--- src/rtl/spi_mem_pkg.sv ---
// spi_mem_pkg: opcodes, register map, status bits and FSM states for the SPI memory command decoder
package spi_mem_pkg;
  localparam logic [7:0] CMD_REG_RD = 8'h80;
  localparam logic [7:0] CMD_MEM    = 8'hC0;
  localparam logic [7:0] CMD_BURST  = 8'hD0;
  localparam logic [7:0] CMD_MIX    = 8'h90;
  localparam logic [7:0] REG_ID      = 8'd0;
  localparam logic [7:0] REG_STATUS  = 8'd1;
  localparam logic [7:0] REG_ADDR_LO = 8'd2;
  localparam logic [7:0] REG_ADDR_HI = 8'd3;
  localparam logic [7:0] REG_RDATA   = 8'd4;
  localparam logic [7:0] REG_MIX_HI  = 8'd5;
  localparam int ST_UNDERRUN = 0;
  localparam int ST_WDROP    = 1;
  localparam int ST_BUSY     = 2;
  typedef enum logic [3:0] {
    S_IDLE, S_REG, S_MEM_ALO, S_MEM_AHI, S_MEM_WDATA, S_MEM_DUMMY,
    S_BST_LEN, S_BST_ALO, S_BST_AHI, S_BST_DUMMY, S_BST_DATA,
    S_MIX_ADDR, S_MIX_DLO, S_MIX_DHI, S_MIX_DUMMY
  } state_t;
  // Opcode family match: bit 8 selects read/write, low byte must be zero
  function automatic logic is_op(input logic [15:0] w, input logic [7:0] op);
    return w[15:9] == op[7:1] && w[7:0] == 8'h00;
  endfunction
endpackage

--- src/rtl/spi_mem_req_arb.sv ---
// spi_mem_req_arb: one-deep pending request slot turning requests plus busy into one-cycle enables
module spi_mem_req_arb #(
  parameter int ADDR_W = 32,
  parameter int DATA_W = 16
) (
  input  logic              clk,
  input  logic              rst,
  input  logic              busy,
  input  logic              wr_req,
  input  logic              rd_req,
  input  logic [ADDR_W-1:0] req_addr,
  input  logic [DATA_W-1:0] req_data,
  output logic              free,
  output logic              wr_enable,
  output logic              rd_enable,
  output logic [ADDR_W-1:0] wr_addr,
  output logic [ADDR_W-1:0] rd_addr,
  output logic [DATA_W-1:0] wr_data
);
  logic pend_wr_q, pend_wr_d, pend_rd_q, pend_rd_d, fire, accept;
  logic [ADDR_W-1:0] addr_q, addr_d;
  logic [DATA_W-1:0] data_q, data_d;

  always_ff @(posedge clk) begin
    if (rst) begin
      pend_wr_q <= 1'b0;
      pend_rd_q <= 1'b0;
      addr_q    <= '0;
      data_q    <= '0;
    end else begin
      pend_wr_q <= pend_wr_d;
      pend_rd_q <= pend_rd_d;
      addr_q    <= addr_d;
      data_q    <= data_d;
    end
  end

  // The slot frees in the same cycle it fires, so back-to-back requests are accepted
  always_comb begin
    fire      = (pend_wr_q | pend_rd_q) & ~busy;
    free      = ~(pend_wr_q | pend_rd_q) | fire;
    accept    = (wr_req | rd_req) & free;
    pend_wr_d = accept ? wr_req : pend_wr_q & ~fire;
    pend_rd_d = accept ? rd_req : pend_rd_q & ~fire;
    addr_d    = accept ? req_addr : addr_q;
    data_d    = accept ? req_data : data_q;
    wr_enable = pend_wr_q & ~busy;
    rd_enable = pend_rd_q & ~busy;
    wr_addr   = addr_q;
    rd_addr   = addr_q;
    wr_data   = data_q;
  end
endmodule

--- src/rtl/spi_mem_cmd_decoder.sv ---
// spi_mem_cmd_decoder: SPI word command parser driving SDRAM read/write requests
// Optional mix-port command group enabled by defining SPI_MEM_MIX_EN.
module spi_mem_cmd_decoder
  import spi_mem_pkg::*;
#(
  parameter logic [15:0] ID_VALUE = 16'hC45A,
  parameter int ADDR_W = 32,
  parameter int DATA_W = 16
) (
  input  logic              clk,
  input  logic              rst,
  input  logic [DATA_W-1:0] rx_word,
  input  logic              rx_valid,
  output logic [DATA_W-1:0] tx_word,
  output logic [ADDR_W-1:0] wr_addr,
  output logic [DATA_W-1:0] wr_data,
  output logic              wr_enable,
  output logic [ADDR_W-1:0] rd_addr,
  output logic              rd_enable,
  input  logic [DATA_W-1:0] rd_data,
  input  logic              rd_ready,
  input  logic              busy,
`ifdef SPI_MEM_MIX_EN
  output logic [7:0]        mix_addr,
  output logic [31:0]       mix_wdata,
  output logic              mix_we,
  output logic              mix_re,
  input  logic [31:0]       mix_rdata,
`endif
  output logic              cmd_active
);
  state_t state_q, state_d;
  logic [DATA_W-1:0] tx_word_q, tx_word_d, len_q, len_d, reg4_q, reg4_d;
  logic [DATA_W-1:0] req_data, reg_val, status, mix_hi;
  logic [ADDR_W-1:0] addr_q, addr_d, req_addr, ahi_addr;
  logic is_wr_q, is_wr_d, rd_wait_q, rd_wait_d, underrun_q, underrun_d, wdrop_q, wdrop_d;
  logic wr_req, rd_req, arb_free, rd_late, bst_rd, mix_cmd;
`ifdef SPI_MEM_MIX_EN
  logic [7:0] mix_addr_q, mix_addr_d;
  logic [31:0] mix_wdata_q, mix_wdata_d;
  logic mix_we_q, mix_we_d, mix_re_q, mix_re_d;
  logic [15:0] reg5_q, reg5_d;
  assign mix_cmd = is_op(rx_word, CMD_MIX);
  assign mix_hi  = reg5_q;
`else
  assign mix_cmd = 1'b0;
  assign mix_hi  = '0;
`endif

  spi_mem_req_arb #(.ADDR_W(ADDR_W), .DATA_W(DATA_W)) u_arb (
    .clk(clk), .rst(rst), .busy(busy), .wr_req(wr_req), .rd_req(rd_req),
    .req_addr(req_addr), .req_data(req_data), .free(arb_free),
    .wr_enable(wr_enable), .rd_enable(rd_enable),
    .wr_addr(wr_addr), .rd_addr(rd_addr), .wr_data(wr_data)
  );

  always_ff @(posedge clk) begin
    if (rst) begin
      state_q    <= S_IDLE;
      tx_word_q  <= '0;
      len_q      <= '0;
      reg4_q     <= '0;
      addr_q     <= '0;
      is_wr_q    <= 1'b0;
      rd_wait_q  <= 1'b0;
      underrun_q <= 1'b0;
      wdrop_q    <= 1'b0;
`ifdef SPI_MEM_MIX_EN
      mix_addr_q  <= '0;
      mix_wdata_q <= '0;
      mix_we_q    <= 1'b0;
      mix_re_q    <= 1'b0;
      reg5_q      <= '0;
`endif
    end else begin
      state_q    <= state_d;
      tx_word_q  <= tx_word_d;
      len_q      <= len_d;
      reg4_q     <= reg4_d;
      addr_q     <= addr_d;
      is_wr_q    <= is_wr_d;
      rd_wait_q  <= rd_wait_d;
      underrun_q <= underrun_d;
      wdrop_q    <= wdrop_d;
`ifdef SPI_MEM_MIX_EN
      mix_addr_q  <= mix_addr_d;
      mix_wdata_q <= mix_wdata_d;
      mix_we_q    <= mix_we_d;
      mix_re_q    <= mix_re_d;
      reg5_q      <= reg5_d;
`endif
    end
  end

  always_comb begin
    state_d = state_q;
    if (rx_valid)
      case (state_q)
        S_IDLE:      state_d = rx_word[15:8] == CMD_REG_RD ? S_REG :
                               is_op(rx_word, CMD_MEM) ? S_MEM_ALO :
                               is_op(rx_word, CMD_BURST) ? S_BST_LEN :
                               mix_cmd ? S_MIX_ADDR : S_IDLE;
        S_MEM_ALO:   state_d = S_MEM_AHI;
        S_MEM_AHI:   state_d = is_wr_q ? S_MEM_WDATA : S_MEM_DUMMY;
        S_BST_LEN:   state_d = S_BST_ALO;
        S_BST_ALO:   state_d = S_BST_AHI;
        S_BST_AHI:   state_d = !is_wr_q ? S_BST_DUMMY : len_q == '0 ? S_IDLE : S_BST_DATA;
        S_BST_DUMMY: state_d = len_q == '0 ? S_IDLE : S_BST_DATA;
        S_BST_DATA:  state_d = len_q == 16'd1 ? S_IDLE : S_BST_DATA;
        S_MIX_ADDR:  state_d = is_wr_q ? S_MIX_DLO : S_MIX_DUMMY;
        S_MIX_DLO:   state_d = S_MIX_DHI;
        default:     state_d = S_IDLE;
      endcase
  end

  always_comb begin
    status = '0;
    status[ST_UNDERRUN] = underrun_q;
    status[ST_WDROP] = wdrop_q;
    status[ST_BUSY] = busy;
    status[7:4] = state_q;
    reg_val = rx_word[7:0] == REG_ID ? ID_VALUE :
              rx_word[7:0] == REG_STATUS ? status :
              rx_word[7:0] == REG_ADDR_LO ? addr_q[15:0] :
              rx_word[7:0] == REG_ADDR_HI ? addr_q[31:16] :
              rx_word[7:0] == REG_RDATA ? reg4_q :
              rx_word[7:0] == REG_MIX_HI ? mix_hi : '0;
  end

  // addr_q always holds the next address to issue in a burst
  always_comb begin
    tx_word_d  = tx_word_q;
    len_d      = len_q;
    reg4_d     = reg4_q;
    addr_d     = addr_q;
    is_wr_d    = is_wr_q;
    underrun_d = underrun_q;
    wdrop_d    = wdrop_q;
    rd_late    = rd_wait_q & ~rd_ready;
    rd_wait_d  = rd_late;
    bst_rd     = !is_wr_q && (state_q == S_BST_DUMMY || state_q == S_BST_DATA);
    wr_req     = 1'b0;
    rd_req     = 1'b0;
    req_addr   = addr_q;
    req_data   = rx_word;
    ahi_addr   = {rx_word, addr_q[15:0]};
`ifdef SPI_MEM_MIX_EN
    mix_addr_d  = mix_addr_q;
    mix_wdata_d = mix_wdata_q;
    mix_we_d    = 1'b0;
    mix_re_d    = 1'b0;
    reg5_d      = reg5_q;
    if (mix_re_q) begin
      reg4_d = mix_rdata[15:0];
      reg5_d = mix_rdata[31:16];
    end
`endif
    if (rd_ready) begin
      if (bst_rd) tx_word_d = rd_data;
      else reg4_d = rd_data;
    end
    if (rx_valid)
      case (state_q)
        S_IDLE: begin
          is_wr_d = rx_word[8];
          if (rx_word[15:8] == CMD_REG_RD) begin
            tx_word_d = reg_val;
            if (rx_word[7:0] == REG_STATUS) {wdrop_d, underrun_d} = 2'b00;
          end
        end
        S_MEM_ALO, S_BST_ALO: addr_d[15:0] = rx_word;
        S_MEM_AHI: begin
          addr_d   = ahi_addr;
          rd_req   = !is_wr_q;
          req_addr = ahi_addr;
        end
        S_MEM_WDATA: wr_req = 1'b1;
        S_BST_LEN:   len_d = rx_word;
        S_BST_AHI: begin
          rd_req   = !is_wr_q && len_q != '0;
          req_addr = ahi_addr;
          addr_d   = rd_req ? ahi_addr + ADDR_W'(1) : ahi_addr;
        end
        S_BST_DUMMY: underrun_d = underrun_q | rd_late;
        S_BST_DATA: begin
          len_d = len_q - 16'd1;
          wr_req = is_wr_q;
          rd_req = !is_wr_q && len_q != 16'd1;
          underrun_d = underrun_q | (!is_wr_q & rd_late);
          addr_d = (wr_req || rd_req) ? addr_q + ADDR_W'(1) : addr_q;
        end
`ifdef SPI_MEM_MIX_EN
        S_MIX_ADDR: begin
          mix_addr_d = rx_word[7:0];
          mix_re_d   = !is_wr_q;
        end
        S_MIX_DLO: mix_wdata_d[15:0] = rx_word;
        S_MIX_DHI: begin
          mix_wdata_d[31:16] = rx_word;
          mix_we_d = 1'b1;
        end
`endif
        default: ;
      endcase
    if (rd_req) rd_wait_d = 1'b1;
    if (wr_req && !arb_free) wdrop_d = 1'b1;
  end

  always_comb begin
    cmd_active = state_q != S_IDLE;
    tx_word = tx_word_q;
`ifdef SPI_MEM_MIX_EN
    mix_addr = mix_addr_q;
    mix_wdata = mix_wdata_q;
    mix_we = mix_we_q;
    mix_re = mix_re_q;
`endif
  end
endmodule

--- config.mk ---
export PLATFORM = sky130hd
export DESIGN_NAME = spi_mem_cmd_decoder
export DESIGN_NICKNAME = d
export VERILOG_FILES = /design/src/rtl/spi_mem_pkg.sv /design/src/rtl/spi_mem_req_arb.sv /design/src/rtl/spi_mem_cmd_decoder.sv
export SDC_FILE = /design/constraint.sdc
export NUM_CORES = 1
export LEC_CHECK = 0
export CORE_MARGIN = 1.5
export CORE_UTILIZATION = 48
export CTS_CLUSTER_SIZE = 14
export DETAILED_ROUTE_END_ITERATION = 12
export PLACE_DENSITY = 0.69
export SETUP_SLACK_MARGIN = 0.5
export SYNTH_ARGS = -nofsm -noshare
export SYNTH_HDL_FRONTEND = slang
export SYNTH_SLANG_ARGS = --single-unit
--- constraint.sdc ---
create_clock -name clk -period 2.8 [get_ports clk]
set_input_delay 0.28 -clock clk [delete_from_list [all_inputs] [get_ports clk]]
set_output_delay 0.28 -clock clk [all_outputs]
set_load 0.01 [all_outputs]
### Word level (Yosys, flattened, before mapping)

Cells that the tools add are included.

* register bits after elaboration: 138
* latch bits: 0
* bits in writable memories: 0
* ROM bits: 0
* bits of input ports: 37
* memories: 0

* add/subtract/negate cells: 3
* multiply operators: 0
* div/mod/pow operators: 0
* order comparisons: 0
* equality and inequality tests: 23
* shifts and indexed selects: 0
* muxes and demuxes: 39
* bitwise gates (word level): 18
* reduce and logical (&&, ||, !) cells: 32

Operator list (number)
* 2-to-1 mux 16 bit: 10
* 2-to-1 mux 32 bit: 4
* case mux 16 bit (3 select lines): 2
* adder 32 x 1 -> 32 bit (second input constant): 2
* case mux 4 bit (10 select lines): 1
* case mux 16 bit (2 select lines): 1
* == test 4 bit (second input constant): 5
* == test 16 x 1 -> 1 bit (second input constant): 1
* == test 8 x 2 -> 1 bit (second input constant): 2
* zero test 16 bit: 1
* inequality test 16 x 1 -> 1 bit (second input constant): 1
* nonzero test 16 bit: 1
* subtractor 16 x 1 -> 16 bit (second input constant): 1
* == test 7 bit (second input constant): 2
* == test 4 x 3 -> 1 bit (second input constant): 3
* 2-to-1 mux 4 bit: 3
* AND reduction 4 bit: 3
* 2-to-1 mux 1 bit: 11
* nonzero test 2 bit: 5
* 2-to-1 mux 3 bit: 3
* nonzero test 3 bit: 3
* AND 1 bit: 8
* == test 4 x 2 -> 1 bit (second input constant): 2
* == test 8 x 1 -> 1 bit (second input constant): 1
* other kinds (18): 39

### Depth between registers and ports, before layout

* depth in word-level cells: 9
* mapped depth: 11
* mapped depth without buffers: 8

### Cells and area by module

Synthesis repeated with hierarchy kept, for this count alone.

* cell total of the unflattened synthesis: 1083
* area, all modules: 8768.4 um^2

By module, submodules not included
* spi_mem_cmd_decoder: instances 1, cells each 831, area an instance 6284.8 um^2
* spi_mem_req_arb: instances 1, cells each 252, area an instance 2483.6 um^2

### Worst setup path before layout

No wires, ideal clock.

* kind: reg2reg
* start: register addr_q[0]
* end: register addr_q[22]
* data arrival time: 2365 ps
* required time: 2680 ps
* slack: 315 ps
* stages on the path, launching flop included: 9
* path buffers: 1
* clock period less this slack: 2485 ps
* cells stage by stage: dfxtp_1 > ha_1 > nand3_1 > or4_1 > clkbuf_1 > a211oi_2 > mux2i_1 > nor4_1 > a211o_1

* cells in the longest elaborated chain, start to end: 3
* elaborated cells between the ends (all ways): 5
* those cells by class: add/sub (2); mux (3)

RTL lines
* start, declared: line spi_mem_cmd_decoder.sv:35 `logic [ADDR_W-1:0] addr_q, addr_d, req_addr, ahi_addr;`
* start signal, assigned: line spi_mem_cmd_decoder.sv:80 `addr_q <= addr_d;`
* adder 32 x 1 -> 32 bit, on equally long branches: line spi_mem_cmd_decoder.sv:190, spi_mem_cmd_decoder.sv:182
* 2-to-1 mux 32 bit, on equally long branches: line spi_mem_cmd_decoder.sv:190, spi_mem_cmd_decoder.sv:182
* case mux 16 bit (3 select lines) *: line spi_mem_cmd_decoder.sv:163 `case (state_q)`

Every way passes the cells marked *; elsewhere a longest branch is shown, timed or not. The select of a mux whose other input is x is not followed.
A chain may end at the register's enable or synchronous reset.

### Worst setup path after layout

* start: register len_q[14]
* end: register u_arb.addr_q[19] (netlist: u_arb.rd_addr[19])

* cells in the longest elaborated chain, start to end: 6
* elaborated cells between the ends (all ways): 8
* those cells by class: eq/ne (1); mux (2); bitwise (2); reduce/logical (3)

RTL lines
* start, declared: line spi_mem_cmd_decoder.sv:33 `logic [DATA_W-1:0] tx_word_q, tx_word_d, len_q, len_d, reg4_q, reg4_d;`
* start signal, assigned: line spi_mem_cmd_decoder.sv:78 `len_q <= len_d;`
* inequality test 16 x 1 -> 1 bit or nonzero test 16 bit (tied branches): line spi_mem_cmd_decoder.sv:188, spi_mem_cmd_decoder.sv:180
* logical AND 1 bit, on equally long branches: line spi_mem_cmd_decoder.sv:188, spi_mem_cmd_decoder.sv:180
* case mux 1 bit (3 select lines) *: line spi_mem_cmd_decoder.sv:163
* 2-to-1 mux 1 bit *: line spi_mem_cmd_decoder.sv:162 `if (rx_valid)`
* bitwise OR 1 bit *: line spi_mem_req_arb.sv:42 `accept = (wr_req | rd_req) & free;`
* AND 1 bit *: line spi_mem_req_arb.sv:42
* end signal, assigned: line spi_mem_req_arb.sv:33 `addr_q <= addr_d;`
* end, declared: line spi_mem_req_arb.sv:21 `logic [ADDR_W-1:0] addr_q, addr_d;`

Every way passes the cells marked *; elsewhere a longest branch is shown, timed or not.

==> flow_summary_export.csv <==
group,metric,value,unit
worst_setup_path,cp-start-kind,"flip-flop",
cells_and_area,drive_gt1_frac,0.256,
worst_setup_path,required,3090,ps
routing,final_antenna_net_count,0,
global_route,antenna_found_initial,0,
cells_and_area,syn2layout_area_growth,44.9,%
clocking,cts_hold_buffers,0,
clocking,numCtsBuffers,17,
cells_and_area,multi_input_area,5320,um2
timing,rsz0062_at_grt,"true",
cells_and_area,nNetsFinal,1219,
pwr,leakage,4.70,nW
cells_and_area,design_area,11800,um2
timing,setup_violations,0,
timing,tns,0,ps
timing,fin_crit_sh,0.922,
cells_and_area,stdcell_count,1411,
floorplanning,core,16600,um2
placement,port_buffers,135,
pwr,total_power,4.74,mW
logic_synthesis,yosysWarnings,0,
logic_synthesis,synth.avg_cell_area,8.04,um2
logic_synthesis,yosysTopAreaCell,"dfxtp_1",
logic_synthesis,netlist_instances,1011,
placement,post-dp-hpwl,20200,um
timing,slew_viol_final,0,
logic_synthesis,synth_area_leaders,"dfxtp_1, mux2i_1, nor2_1",
floorplanning,start_util,0.490,
routing,drc,0,
floorplanning,die_y,133,um
worst_setup_path,cp_data_arrival_time,2870,ps
global_route,grt_start_max_net_pins,49,
cells_and_area,layout_commonest_cell,"clkdlybuf4s50_1",
cells_and_area,insertedDiodeCount,0,
clocking,clock_latency,430,ps
pwr,p_per_area,403,nW/um2
timing,min_period,2580,ps
routing,vias_per_cell,6.41,
worst_setup_path,path_class,"reg2reg",
clocking,clock-sinks,138,
placement,dpl_cell_area,9900,um2
floorplanning,die_area,17700,um2
global_route,grt_pass1_wl,45500,um
logic_synthesis,synth_compound_area_frac,0.227,
clocking,cts-root-buf,"clkbuf_16",
cells_and_area,mostFrequentLayoutCells,"clkdlybuf4s50_1, dfxtp_1, nor2_1, buf_4, nand2_1",
timing,relSlewSlack,0.613,
worst_setup_path,cp_max_fo,7,
min_path,hold_class,"in2reg",
routing,drt_wl_total,31500,um
global_route,grt_pass1_vias,7942,
cells_and_area,area.sequential,2800,um2
logic_synthesis,yosysTopAreaCellShare,0.340,
placement,place_inst,1333,
logic_synthesis,async_reset_ff_frac,0,
routing,wl_per_cell,22.3,um
floorplanning,fp-row-count,47,
timing,finalHoldViolCount,0,
timing,tightest_slew,577,ps
placement,routabilityCongestion,0.988,
cells_and_area,fill_cells,1318,
routing,drt_iter0_drc,1251,
logic_synthesis,ys_seq_area_frac,0.340,
flow_run,drv_cap,0,
logic_synthesis,synth_mux_area_frac,0.113,
timing,clock_skew,9.26,ps
outcome,status,"finished clean",
clocking,cts_tree,"built",
logic_synthesis,syn_area,8120,um2
cells_and_area,post-route-util,0.710,
floorplanning,ios,136,
clocking,htree_levels,4,
logic_synthesis,synth_edf_count,0,
routing,firstDrtPassIters,6,
routing,num_vias,9046,
logic_synthesis,synth_seq_cells,138,
global_route,grt-ovfl-total,0,
clocking,cts_buffer_depth,2,
logic_synthesis,syn-num-nets,1051,
logic_synthesis,synthAdderAreaFrac,0.00462,
global_route,grtUsageTotal,0.329,
floorplanning,die_w,133,um
worst_setup_path,cp-end-kind,"flip-flop",
pwr,ir_drop,0.505,mV
logic_synthesis,synth_cell_types,76,
logic_synthesis,synth_top_family_by_area,"compound AO/OA/AOI/OAI gates",
logic_synthesis,yosys.area_share.simple,0.222,
logic_synthesis,ys.flop_type,"dfxtp_1",
timing,fmax,387,MHz
clocking,cts.clk_slew.worst_paths,60,ps
logic_synthesis,synth_xor_area_frac,0.00970,
## worst max-delay path: stages (launching register included)
cell and delay (ps):
dfxtp_2 330, or4_4 580, nor3b_4 270, a21oi_2 120, o41ai_4 380, buf_6 220
buf_12 120, clkbuf_16 160, mux2i_1 210, nor2_1 60
## through the flow
stage,setup WS (ps),hold slack (ps)
6_report,218,321
5_1_grt,188,332
4_1_cts,297,268
3_5_place_dp,178,468
3_3_place_gp,223,457
2_1_floorplan,413,424
## kinds of logic (layout without fill, tap and decap cells)
kind of cell             Yosys count  in the layout
AND/OR/NAND/NOR                  366            366
AO/OA/AOI/OAI                    271            273
flip-flops                       138            138
buffers and inverters            135            313
multiplexers                      89             89
XOR/XNOR                           9              9
adder cells (fa/ha/maj)            3              3
## cell usage after synthesis (15+ instances only)
cell type	count
dfxtp_1	138
a21oi_1	67
nor3_1	31
clkbuf_1	73
nand4_1	15
a211oi_1	19
mux2i_1	70
nand3_1	35
buf_4	32
inv_1	18
nand2_1	82
mux2_2	19
o21ai_0	57
nor2_1	115
## where the power goes
part	switching (mW)	leakage, nW	internal (mW)	total, mW
logic	0.191	3.28	0.120	0.311
registers	0.0112	1.13	1.97	1.99
clock network	0.921	0.299	1.52	2.45
total	1.12	4.70	3.62	4.74
## what timing repair did
action,CTS,global route
cloned,5,6
pin swaps,15,52
endpoints found under the setup margin,80,98
gates resized for setup,49,123
setup buffers,20,16
## final timing paths
check                           cells after the start                     startpoint  slack, ps                        endpoint
worst max-delay path                                9         len_q[14]$_SDFFE_PP0P_        220  u_arb.rd_addr[19]$_SDFFE_PP0P_
worst min-delay path                                2                            rst        320  u_arb.rd_addr[17]$_SDFFE_PP0P_
worst max register to register                      9         len_q[14]$_SDFFE_PP0P_        220  u_arb.rd_addr[19]$_SDFFE_PP0P_
worst min register to register                      2  u_arb.rd_addr[4]$_SDFFE_PP0P_        470   u_arb.rd_addr[4]$_SDFFE_PP0P_
## flip-flops by register name (all words and copies together) (netlist names)
name / count
len_q: 16
state_q: 4
u_arb.pend_wr_q: 1
u_arb.rd_addr: 32
u_arb.pend_rd_q: 1
reg4_q: 16
wdrop_q: 1
addr_q: 32
underrun_q: 1
u_arb.wr_data: 16
is_wr_q: 1
tx_word: 16
rd_wait_q: 1
## final cells by class
| type | count | area share |
|---|---|---|
| multi-input cells | 740 | 0.452 |
| flip-flops and latches | 138 | 0.238 |
| repair buffers | 264 | 0.228 |
| clock buffers | 19 | 0.0376 |
| well taps | 220 | 0.0234 |
| clock inverters | 12 | 0.0160 |
| inverters | 18 | 0.00574 |
## metal layers
| layer | wire [um] | vias to the layer above | track usage |
|---|---|---|---|
| li1 | - | 4060 | - |
| met1 | 12600 | 4280 | 0.439 |
| met2 | 14500 | 576 | 0.524 |
| met3 | 2960 | 130 | 0.0578 |
| met4 | 1510 | 0 | 0.143 |
| met5 | 0 | - | 0 |
(Power assumes the default switching activity.)
